## config.mk

```make
export PLATFORM = sky130hd
export DESIGN_NAME = adder_tree_acc
export DESIGN_NICKNAME = d
export VERILOG_FILES = /design/src/rtl/adder_tree_acc.sv
export SDC_FILE = /design/constraint.sdc
export NUM_CORES = 2
export LEC_CHECK = 0
export CAP_MARGIN = 0
export CORE_MARGIN = 2
export CORE_UTILIZATION = 51
export CTS_CLUSTER_DIAMETER = 50
export DETAILED_ROUTE_END_ITERATION = 12
export MAX_ROUTING_LAYER = met4
export PLACE_DENSITY = 0.78
export SLEW_MARGIN = 20
export SYNTH_ARGS = -nofsm -noshare
export SYNTH_HDL_FRONTEND = slang
export SYNTH_SLANG_ARGS = --single-unit
```

## constraint.sdc

```tcl
create_clock -name clk -period 24.1 [get_ports clk]
set_input_delay 2.41 -clock clk [delete_from_list [all_inputs] [get_ports clk]]
set_output_delay 2.41 -clock clk [all_outputs]
set_load 0.01 [all_outputs]
```

## src/rtl/adder_tree_acc.sv

```systemverilog
// Pipelined signed adder tree (clog2(N) registered levels) feeding a framed
// accumulator with optional saturation, sticky overflow and partial-frame drop.
module adder_tree_acc #(
  parameter int unsigned N   = 36,
  parameter int unsigned IW  = 16,
  parameter int unsigned OW  = 32,
  parameter bit          SAT = 1'b1
) (
  input  logic                 clk,
  input  logic                 rst,
  input  logic                 vld_i,
  input  logic                 first_i,
  input  logic                 last_i,
  input  logic [N*IW-1:0]      din,
  output logic signed [OW-1:0] acc_o,
  output logic                 vld_o,
  output logic                 ovf_o,
  output logic                 drop_o
);

  localparam int unsigned LV = $clog2(N);
  localparam int unsigned SW = IW + LV;
  localparam logic [OW-1:0] SMAX = {1'b0, {(OW-1){1'b1}}};
  localparam logic [OW-1:0] SMIN = {1'b1, {(OW-1){1'b0}}};

  typedef enum logic {IDLE = 1'b0, ACC = 1'b1} state_t;

  // Every level is held at the final tree width; operands are sign-extended,
  // so the sums are identical to growing the width by one bit per level.
  // Arrays are 2N deep so the pairing index 2k+1 never leaves the range.
  logic signed [SW-1:0] lane [0:2*N-1];

  always_comb begin
    for (int unsigned k = 0; k < 2*N; k++) lane[k] = '0;
    for (int unsigned k = 0; k < N; k++)   lane[k] = SW'($signed(din[k*IW +: IW]));
  end

  for (genvar j = 1; j <= LV; j++) begin : g_lvl
    localparam int unsigned CUR = (N + (1 << j) - 1) >> j;
    localparam int unsigned PRV = (N + (1 << (j-1)) - 1) >> (j-1);
    logic signed [SW-1:0] src [0:2*N-1];
    logic signed [SW-1:0] r   [0:2*N-1];

    if (j == 1) begin : g_src
      always_comb src = lane;
    end else begin : g_src
      always_comb src = g_lvl[j-1].r;
    end

    always_ff @(posedge clk or posedge rst) begin
      if (rst) begin
        for (int unsigned k = 0; k < 2*N; k++) r[k] <= '0;
      end else begin
        for (int unsigned k = CUR; k < 2*N; k++) r[k] <= '0;
        for (int unsigned k = 0; k < CUR; k++)
          r[k] <= (2*k + 1 < PRV) ? src[2*k] + src[2*k+1] : src[2*k];
      end
    end
  end

  logic signed [SW-1:0] tsum;
  assign tsum = g_lvl[LV].r[0];

  logic [2:0] ctl [0:LV-1];

  always_ff @(posedge clk or posedge rst) begin
    if (rst) begin
      for (int unsigned j = 0; j < LV; j++) ctl[j] <= '0;
    end else begin
      ctl[0] <= {vld_i, first_i, last_i};
      for (int unsigned j = 1; j < LV; j++) ctl[j] <= ctl[j-1];
    end
  end

  state_t               state, state_nx;
  logic                 b_vld, b_first, b_last;
  logic                 start, drop, ovf_now, sticky_q, sticky_nx;
  logic signed [OW:0]   sum_x, base, res;
  logic signed [OW-1:0] acc_q, new_val;

  always_comb begin
    {b_vld, b_first, b_last} = ctl[LV-1];
    // A non-first beat in IDLE starts a frame implicitly.
    start     = b_vld && (b_first || state == IDLE);
    drop      = b_vld && b_first && state == ACC;
    sum_x     = (OW+1)'(tsum);
    base      = start ? '0 : (OW+1)'(acc_q);
    res       = base + sum_x;
    ovf_now   = b_vld && (res[OW] != res[OW-1]);
    new_val   = res[OW-1:0];
    if (SAT && ovf_now) new_val = res[OW] ? SMIN : SMAX;
    sticky_nx = (start ? 1'b0 : sticky_q) | ovf_now;
    state_nx  = state;
    if (b_vld) state_nx = b_last ? IDLE : ACC;
  end

  always_ff @(posedge clk or posedge rst) begin
    if (rst) state <= IDLE;
    else     state <= state_nx;
  end

  always_ff @(posedge clk or posedge rst) begin
    if (rst) begin
      acc_q    <= '0;
      sticky_q <= 1'b0;
      acc_o    <= '0;
      vld_o    <= 1'b0;
      ovf_o    <= 1'b0;
      drop_o   <= 1'b0;
    end else begin
      vld_o  <= b_vld && b_last;
      drop_o <= drop;
      if (b_vld) begin
        acc_q    <= new_val;
        sticky_q <= sticky_nx;
        if (b_last) begin
          acc_o <= new_val;
          ovf_o <= sticky_nx;
        end
      end
    end
  end

endmodule

```

==> summary.txt <==
Die
  • Core area: 90300 um2
  • Row cnt: 110
  • Die area: 93800 um2
  • Initial Util: 51.6%
  • Chip Height: 306 um
  • DIE WIDTH: 306 um
  • IO Count: 616

Placement
  • Port buffer count: 615
  • GP Congestion: 0.936
  • Place WS: 17.23 ns
  • Dpl hpwl: 86600 um

Setup path
  • Crit-path max cell delay: 0.83 ns
  • Arrival time at the worst endpoint: 6.38 ns
  • CP required: 24.76 ns
  • CP Launch Type: input pin
  • Critical Path Sink Type: async pin
  • Most frequent CP cell: buf_4
  • CP Max Fanout: 83
  • Cells along the critical path: clkdlybuf4s50_1 > clkinvlp_4 > buf_4 > buf_6 > buf_4 > buf_4
  • Slowest CP cell: buf_4
  • Reg2reg setup slack: 19.17 ns
  • CP Class: input pin to async pin

STA
  • RSZ-0062 raised after global routing: no
  • Clock Skew: 0.0423 ns
  • Tcrit/Tclk final: 23.7%
  • Slew Limit Fails: 0
  • Setup TNS: 0 ns
  • Setup ws final: 18.38 ns
  • Slew @ Worst Pin: 1.10 ns
  • Max Freq: 0.175 GHz
  • Crit path time final: 5.72 ns
  • Final Hold Fails: 0
  • Final setup fails: 0
  • Normalized max-slew margin: 26.4%

Logic synthesis
  • Synthesized cell area: 46600 um2
  • Netlist cell types: 74
  • Register area share after synthesis: 41.5%
  • #FFs+latches synth: 773
  • Mean post-synth cell area: 10.1 um2
  • Syn_nets: 5864
  • Mapped Cells: 4622
  • Async S/R FF share, synth: 100%
  • Post-synth top flop: dfrtp_1
  • Number of synthesized flops with an enable pin: 0
  • Yosys warnings: 0

GRT
  • Initial antenna violation count: 5
  • First-pass GRT wire length: 177000 um
  • Gr ovfl total: 0
  • Largest net degree at the start of global routing: 168
  • Vias in the first global route: 35987
  • Gr usage total: 23.9%

CTS
  • Sink Count: 773
  • Post-CTS Resized: 0
  • Hold buffer count at cts: 0
  • Post-CTS Setup Inserts: 0
  • Clock insertion delay at the later pin of the skew report: 0.66 ns
  • CTS tree: yes
  • H-Tree Depth: 3
  • Root buffer cell: clkbuf_16
  • Maximum clock path buffer count: 3
  • Clk slew on worst S/H paths: 0.06 ns
  • CTS Buf Count: 93

Routing
  • Pre-Repair DR Iteration Count: 5
  • 1st-iter DRT viols: 2042
  • Met2 WL: 55500 um
  • Wirelength per Cell: 16.6 um
  • DRT met1 WL: 46200 um
  • Vias per inst: 5.44
  • Met3 WL post-DR: 4610 um
  • Vias: 35786
  • DRT Wirelength: 109000 um
  • Top Metal Used: met4
  • DRC: 0
  • Antenna Nets Post-Route: 0

Flow run
  • Max-cap violation count: 0

Power
  • Sw Pwr: 2.81 mW
  • Int Pwr: 4.33 mW
  • Leakage: 26.7 nW
  • Reg power frac: 28.7%
  • Combinational power share: 50.5%
  • Net Sw Frac: 39.4%
  • Clock share of power: 20.9%
  • Tot Pwr: 7.15 mW
  • VDD IR-drop max: 0.0783 mV
  • Pwr dens: 124 nW/um2

Hold path
  • Worst min-delay path category: flip-flop to flip-flop

Run status
  • Status: finished clean

Finish
  • Most common cell after layout, fill and taps aside: dfrtp_1
  • Commonest non-fill, non-tap cells in the layout: 773 x dfrtp_1, 625 x ha_1, 615 x clkdlybuf4s50_1
  • Nets@finish: 6558
  • Layout cells sized above 1: 4.25%
  • Area grow syn2layout: 23.7%
==> power by group through the flow <==
stage / logic (mW) / clock network [mW] / registers (mW)
after global routing: 4.04 / 1.58 / 2.10
after CTS: 3.62 / 1.53 / 2.06
after floorplan: 2.72 / 0 / 2.00
after global placement: 3.49 / 0 / 2.06
final: 3.61 / 1.49 / 2.05
after detailed placement: 3.58 / 0 / 2.07
==> stage by stage <==
stage	cell area, um2	hold WS (ns)	cells	utilization (%)
floorplan	46600	0.331	4622	-
CTS	57600	0.335	6570	63.8
finish	57700	0.344	6573	63.9
detailed placement	54300	0.335	6397	60.1
global route	57700	0.339	6573	63.9
global placement	54300	0.334	6397	60.1
==> flip-flops by register name, indices dropped and copies added, names as in the netlist, 15 cells and up <==
| register | count |
|---|---|
| acc_o | 32 |
| g_lvl.r | 664 |
| ctl | 15 |
| tsum | 22 |
| acc_q | 32 |
==> cells by family (layout without fill, tap and decap cells) <==
kind of cell	after synthesis	after routing	synth area share, %
and+or+nand+nor	1225	1225	12.7
adders and majority gates	661	661	18.3
other	0	3	0
AOI/OAI and AO/OA	1144	1144	15.8
DFF	773	773	41.5
xor gates and xnor gates	452	452	8.52
muxes	7	7	0.150
buffers and inverters	360	1132	2.94
==> critical path: cells and delay by family <==
family	cells	cell delay [ns]
buffers and inverters	6	3.84
==> synth_stat cells (37+ instances only) <==
cell | number | area, um2
a21boi_0 | 49 | 368
a21o_1 | 104 | 781
a21oi_1 | 366 | 1830
and2_1 | 78 | 488
and3_1 | 56 | 350
dfrtp_1 | 773 | 19300
ha_1 | 625 | 7820
inv_1 | 329 | 1230
nand2_1 | 243 | 912
nand2b_1 | 63 | 394
nand3_1 | 126 | 631
nor2_1 | 332 | 1250
nor2b_1 | 67 | 419
nor3_1 | 163 | 816
o21a_1 | 37 | 278
o21ai_0 | 252 | 1260
o21bai_1 | 47 | 353
xnor2_1 | 352 | 3080
xor2_1 | 98 | 858
==> final cells by class <==
cell class              instances  area (um2)
flip-flops and latches        773       19300
clock inverters                61         875
repair buffers                630        6290
fillers                      7250       32600
inverters                     329        1240
multi-input cells            3489       25900
well taps                    1176        1470
diodes                          3        7.51
clock buffers                 112        2520
==> routing by layer <==
layer | up-vias | GRT usage (%)
li1 | 17810 | -
met1 | 17042 | 28.9
met2 | 741 | 41.6
met3 | 193 | 3.47
met4 | 0 | 6.55
met5 | - | -
==> worst paths after layout <==
path / start / endpoint / cells past startpoint
setup / recovery: rst / g_lvl[1].r[1468] / 6
hold / removal: g_lvl[3].r[1479] / g_lvl[4].r[1523] / 0
setup reg to reg: b_vld / acc_q[2] / 17
hold reg to reg: g_lvl[3].r[1479] / g_lvl[4].r[1523] / 0
max in group clk: din[256] / g_lvl[1].r[1400] / 14
min in group asynchronous: rst / g_lvl[2].r[1387] / 2
Note: power is estimated with default switching activity, not from simulation.
